$ cat src/rtl/product_collector.sv
// -----------------------------------------------------------------------------
// product_collector
//
// Downstream buffer stage for the product factory. Each product_valid pulse is
// captured with its data byte and type tag into a show-ahead FIFO. A consumer
// drains the FIFO through a valid/ready handshake. The factory cannot be
// stalled, so the collector counts pushes it has to drop when full and keeps a
// sticky overflow flag.
//
// Optional feature macro: PRODUCT_COLLECTOR_CHECKSUM_EN
//   defined   -> checksum is a running modulo-2^DATA_W sum of accepted data
//   undefined -> checksum is tied to zero and no checksum logic is built
//
// Ports:
//   clk        : clock, rising edge
//   rst_n      : asynchronous active-low reset
//   in_valid   : product pulse from the factory
//   in_data    : product data byte
//   in_tag     : product type tag, stored as-is
//   flush      : synchronous clear of queue and statistics (wins over push/pop)
//   out_valid  : head entry available
//   out_ready  : consumer accepts the head entry
//   out_data   : head entry {tag, data}
//   level      : occupancy 0..DEPTH
//   overflow   : sticky, set when a push is dropped
//   drop_count : dropped pushes, saturating at 255
//   checksum   : running checksum of accepted data (zero when feature off)
// -----------------------------------------------------------------------------
module product_collector #(
    parameter int DEPTH  = 8,
    parameter int DATA_W = 8
) (
    input  logic                       clk,
    input  logic                       rst_n,
    input  logic                       in_valid,
    input  logic [DATA_W-1:0]          in_data,
    input  logic [1:0]                 in_tag,
    input  logic                       flush,
    output logic                       out_valid,
    input  logic                       out_ready,
    output logic [DATA_W+1:0]          out_data,
    output logic [$clog2(DEPTH):0]     level,
    output logic                       overflow,
    output logic [7:0]                 drop_count,
    output logic [DATA_W-1:0]          checksum
);

    localparam int AW = $clog2(DEPTH);
    localparam int LW = AW + 1;
    localparam logic [LW-1:0] FULL_LEVEL = LW'(DEPTH);

    logic [DATA_W+1:0] mem_r [DEPTH];
    logic [AW-1:0]     wr_ptr_r;
    logic [AW-1:0]     rd_ptr_r;
    logic [LW-1:0]     level_r;
    logic              overflow_r;
    logic [7:0]        drop_r;

    logic              push_s;
    logic              pop_s;
    logic              full_s;
    logic              write_s;
    logic              drop_s;
    logic              valid_s;

    // Handshake decode: flush suppresses both push and pop; a full queue can
    // still accept a push when the head is popped in the same cycle.
    always_comb begin
        push_s  = 1'b0;
        pop_s   = 1'b0;
        write_s = 1'b0;
        drop_s  = 1'b0;
        valid_s = (level_r != {LW{1'b0}});
        full_s  = (level_r == FULL_LEVEL);
        if (flush) begin
            push_s = 1'b0;
            pop_s  = 1'b0;
        end else begin
            push_s = in_valid;
            pop_s  = valid_s && out_ready;
        end
        write_s = push_s && (!full_s || pop_s);
        drop_s  = push_s && full_s && !pop_s;
    end

    // Entry storage: written at the write pointer on every accepted push.
    always_ff @(posedge clk or negedge rst_n) begin
        if (!rst_n) begin
            for (int i = 0; i < DEPTH; i++) begin
                mem_r[i] <= {(DATA_W + 2){1'b0}};
            end
        end else if (write_s) begin
            mem_r[wr_ptr_r] <= {in_tag, in_data};
        end
    end

    // Read/write pointers and occupancy; pointers wrap naturally at DEPTH.
    always_ff @(posedge clk or negedge rst_n) begin
        if (!rst_n) begin
            wr_ptr_r <= {AW{1'b0}};
            rd_ptr_r <= {AW{1'b0}};
            level_r  <= {LW{1'b0}};
        end else if (flush) begin
            wr_ptr_r <= {AW{1'b0}};
            rd_ptr_r <= {AW{1'b0}};
            level_r  <= {LW{1'b0}};
        end else begin
            if (write_s) begin
                wr_ptr_r <= wr_ptr_r + AW'(1);
            end
            if (pop_s) begin
                rd_ptr_r <= rd_ptr_r + AW'(1);
            end
            case ({write_s, pop_s})
                2'b10:   level_r <= level_r + LW'(1);
                2'b01:   level_r <= level_r - LW'(1);
                default: level_r <= level_r;
            endcase
        end
    end

    // Drop statistics: sticky overflow flag and saturating drop counter.
    always_ff @(posedge clk or negedge rst_n) begin
        if (!rst_n) begin
            overflow_r <= 1'b0;
            drop_r     <= 8'd0;
        end else if (flush) begin
            overflow_r <= 1'b0;
            drop_r     <= 8'd0;
        end else if (drop_s) begin
            overflow_r <= 1'b1;
            if (drop_r != 8'hFF) begin
                drop_r <= drop_r + 8'd1;
            end
        end
    end

`ifdef PRODUCT_COLLECTOR_CHECKSUM_EN
    logic [DATA_W-1:0] checksum_r;

    // Running checksum over accepted pushes only; drops and flushed pushes
    // never reach write_s.
    always_ff @(posedge clk or negedge rst_n) begin
        if (!rst_n) begin
            checksum_r <= {DATA_W{1'b0}};
        end else if (flush) begin
            checksum_r <= {DATA_W{1'b0}};
        end else if (write_s) begin
            checksum_r <= checksum_r + in_data;
        end
    end

    assign checksum = checksum_r;
`else
    assign checksum = {DATA_W{1'b0}};
`endif

    // Show-ahead head: driven straight from the storage and read pointer.
    assign out_data   = mem_r[rd_ptr_r];
    assign out_valid  = valid_s;
    assign level      = level_r;
    assign overflow   = overflow_r;
    assign drop_count = drop_r;

endmodule
$ cat config.mk
export PLATFORM = sky130hd
export DESIGN_NAME = product_collector
export DESIGN_NICKNAME = d
export VERILOG_FILES = /design/src/rtl/product_collector.sv
export SDC_FILE = /design/constraint.sdc
export NUM_CORES = 1
export LEC_CHECK = 0
export CORE_MARGIN = 3
export CORE_UTILIZATION = 45
export CTS_BUF_LIST = sky130_fd_sc_hd__clkbuf_16
export CTS_CLUSTER_DIAMETER = 50
export DETAILED_ROUTE_END_ITERATION = 10
export PLACE_DENSITY = 0.64
export SYNTH_ARGS = -nofsm -noshare
export SYNTH_HDL_FRONTEND = slang
export SYNTH_SLANG_ARGS = --single-unit
export TNS_END_PERCENT = 5
$ cat constraint.sdc
create_clock -name clk -period 3.4 [get_ports clk]
set_clock_uncertainty 0.05 [all_clocks]
set_input_delay 0.85 -clock clk [delete_from_list [all_inputs] [get_ports clk]]
set_output_delay 0.85 -clock clk [all_outputs]
set_load 0.02 [all_outputs]
==> flow_summary.toml <==
[layout]
final_util = 0.561
final_cells = 527
antennaDiodeCount = 0
mostFrequentLayoutCells = "dfrtp_1 (99), mux2_2 (96), clkdlybuf4s50_1 (37)"
final_nets = 409
final_common_cell = "dfrtp_1"
fin_area_mm2 = 0.00564
layout-drive-gt1-share = 0.376
syn2layout_area_growth_pct = 17.9

[global_routing]
overflow = 0
antenna_found_initial = 0
grtUsageTotal = 0.172
grt_pass1_wl_mm = 15.6
grt_pass1_vias = 2973
grt_max_degree = 60

[drt]
drc_errors = 0
first_iter_violations = 75
vias = 2921
ant_nets = 0
via_per_inst = 5.54
avgRoutedWirePerCell_um = 17.8
routed_wl_mm = 9.39
drt_pass1_iterations = 4

[outcome]
status = "finished clean"

[yosys]
syn_area_per_cell_um2 = 13.9
yosysWarningCount = 0
ys_ff_latch = 99
netlist-cell-type-count = 40
netlist_instances = 343
ys_seq_area_frac = 0.518
netlist_area_mm2 = 0.00478

[die]
start_util = 0.476
io-pin-count = 47
chipHeight_um = 109
coreArea_mm2 = 0.0100
floorplan.die_area_mm2 = 0.0119
rows = 36
die_w_um = 109

[critical_path]
worstSetupEndpointType = "output port"
critical_path_class = "reg2out"
startpoint_type = "flip-flop"
worstPathMaxFanout = 18
required_ns = 2.50
critPathArrivalTime_ns = 2.30

[power]
finalPower_mw = 3.84
vdd_drop_max_mv = 0.405
power_density_mw_per_mm2 = 681
leakage_nw = 2.52

[cts]
root_buffer = "clkbuf_16"
clk_pin_slew_worst_paths_ns = 0.07
cts_made_buffers = 9
clock_latency_ns = 0.34
clock-sinks = 99
post_cts_buffers = 0
cts_hold_buf = 0
h-tree-depth = 3
max-clock-path-buffers = 2
cts_tree = "built"
cts_resized = 0

[sta]
max-slew-margin-rel = 0.525
setup_viol = 0
layout_setup_ws_ns = 0.197
period_share = 0.942
tightest_slew_ns = 0.707
fmax_mhz = 312
timing.final.crit_period_ns = 3.20
grt_setup_unrepaired = "false"
finalHoldViolCount = 0
fin_hold_ws_ns = 0.433
setup_tns_ns = 0
slew_viol_final = 0

[place]
io_buffers = 38
dpl_cell_area_mm2 = 0.00534
gp_congestion = 0.756
dpl.hpwl_mm = 6.16
place_ws_ns = 0.331
dp_cells = 511

[min_path]
min_path_type = "in2async"

[run]
maxCapViolCount = 0
==> path summary, 6_finish.rpt <==
path                                    end   startpoint  slack, ns  cells after the start
worst min-delay path               level[1]        rst_n       0.43                      1
max in group asynchronous         mem_r[13]        rst_n       2.16                      2
worst max-delay path            out_data[0]  rd_ptr_r[0]       0.20                      4
min in group clk                  mem_r[57]    mem_r[57]       0.45                      1
worst max register to register     level[3]     level[1]       0.61                      7
worst min register to register    mem_r[57]    mem_r[57]       0.45                      1
==> Yosys cell counts <==
master	n	area, um2
a211oi_1	1	7.51
a21o_1	1	7.51
a21oi_1	8	40.0
a221oi_1	1	8.76
a31oi_1	2	12.5
and2_1	1	6.26
and3_1	1	6.26
buf_1	2	7.51
buf_2	1	5.00
buf_4	8	60.1
buf_6	2	22.5
clkbuf_1	8	30.0
clkbuf_2	1	5.00
conb_1	1	3.75
dfrtp_1	99	2480
ha_1	5	62.6
inv_1	4	15.0
mux2_2	96	1080
mux2i_1	3	30.0
mux4_2	20	450
nand2_1	6	22.5
nand3_1	12	60.1
nand3b_1	1	7.51
nand4_1	1	6.26
nor2_1	16	60.1
nor2b_1	8	50.1
nor3_1	8	40.0
nor3b_1	1	7.51
nor4_1	2	12.5
nor4b_1	2	17.5
o2111ai_1	1	8.76
o211ai_1	2	15.0
o21ai_0	5	25.0
o31ai_1	1	7.51
or3_1	2	12.5
or3_2	2	15.0
or4_1	1	7.51
or4_2	1	8.76
or4b_4	1	13.8
xor2_1	5	43.8
==> cell families after synthesis <==
group | Yosys count | share of synthesized area
fa+ha+maj | 5 | 0.0131
simple gates | 66 | 0.0741
other cells | 1 | 0.000784
xor+xnor | 5 | 0.00916
buf+inv | 26 | 0.0304
mux | 119 | 0.327
compound gates | 22 | 0.0277
flops | 99 | 0.518
==> power breakdown <==
group / switching [mW] / leakage [nW] / total, mW / internal [mW]
Combinational: 0.529 / 1.06 / 1.25 / 0.722
Clock: 0.443 / 0.140 / 1.02 / 0.574
Sequential: 0.149 / 1.32 / 1.57 / 1.42
Total: 1.12 / 2.52 / 3.84 / 2.71
==> per-layer routing <==
layer	wire, um	vias up	global-route usage
met3	329	11	0.0361
li1	-	1353	-
met5	0	-	0
met2	4540	42	0.276
met4	114	0	0.0496
met1	4410	1515	0.237
==> sequential cells by signal, indices dropped and copies added (netlist names) <==
register,flops
overflow,1
mem_r,80
wr_ptr_r,3
level,4
drop_count,8
rd_ptr_r,3
==> critical path: stages (launching register included) <==
cell	delay [ns]
dfrtp_1	0.39
buf_12	0.21
mux4_2	0.54
mux2_2	0.29
clkdlybuf4s50_1	0.54
==> final cells by class <==
| type | count | area, um2 |
|---|---|---|
| inverters | 4 | 15.0 |
| clock inverters | 7 | 75.1 |
| fillers | 826 | 4410 |
| repair buffers | 50 | 493 |
| flip-flops and latches | 99 | 2480 |
| multi-input cells | 225 | 2180 |
| clock buffers | 9 | 225 |
| well taps | 133 | 166 |
(Power assumes the default switching activity.)
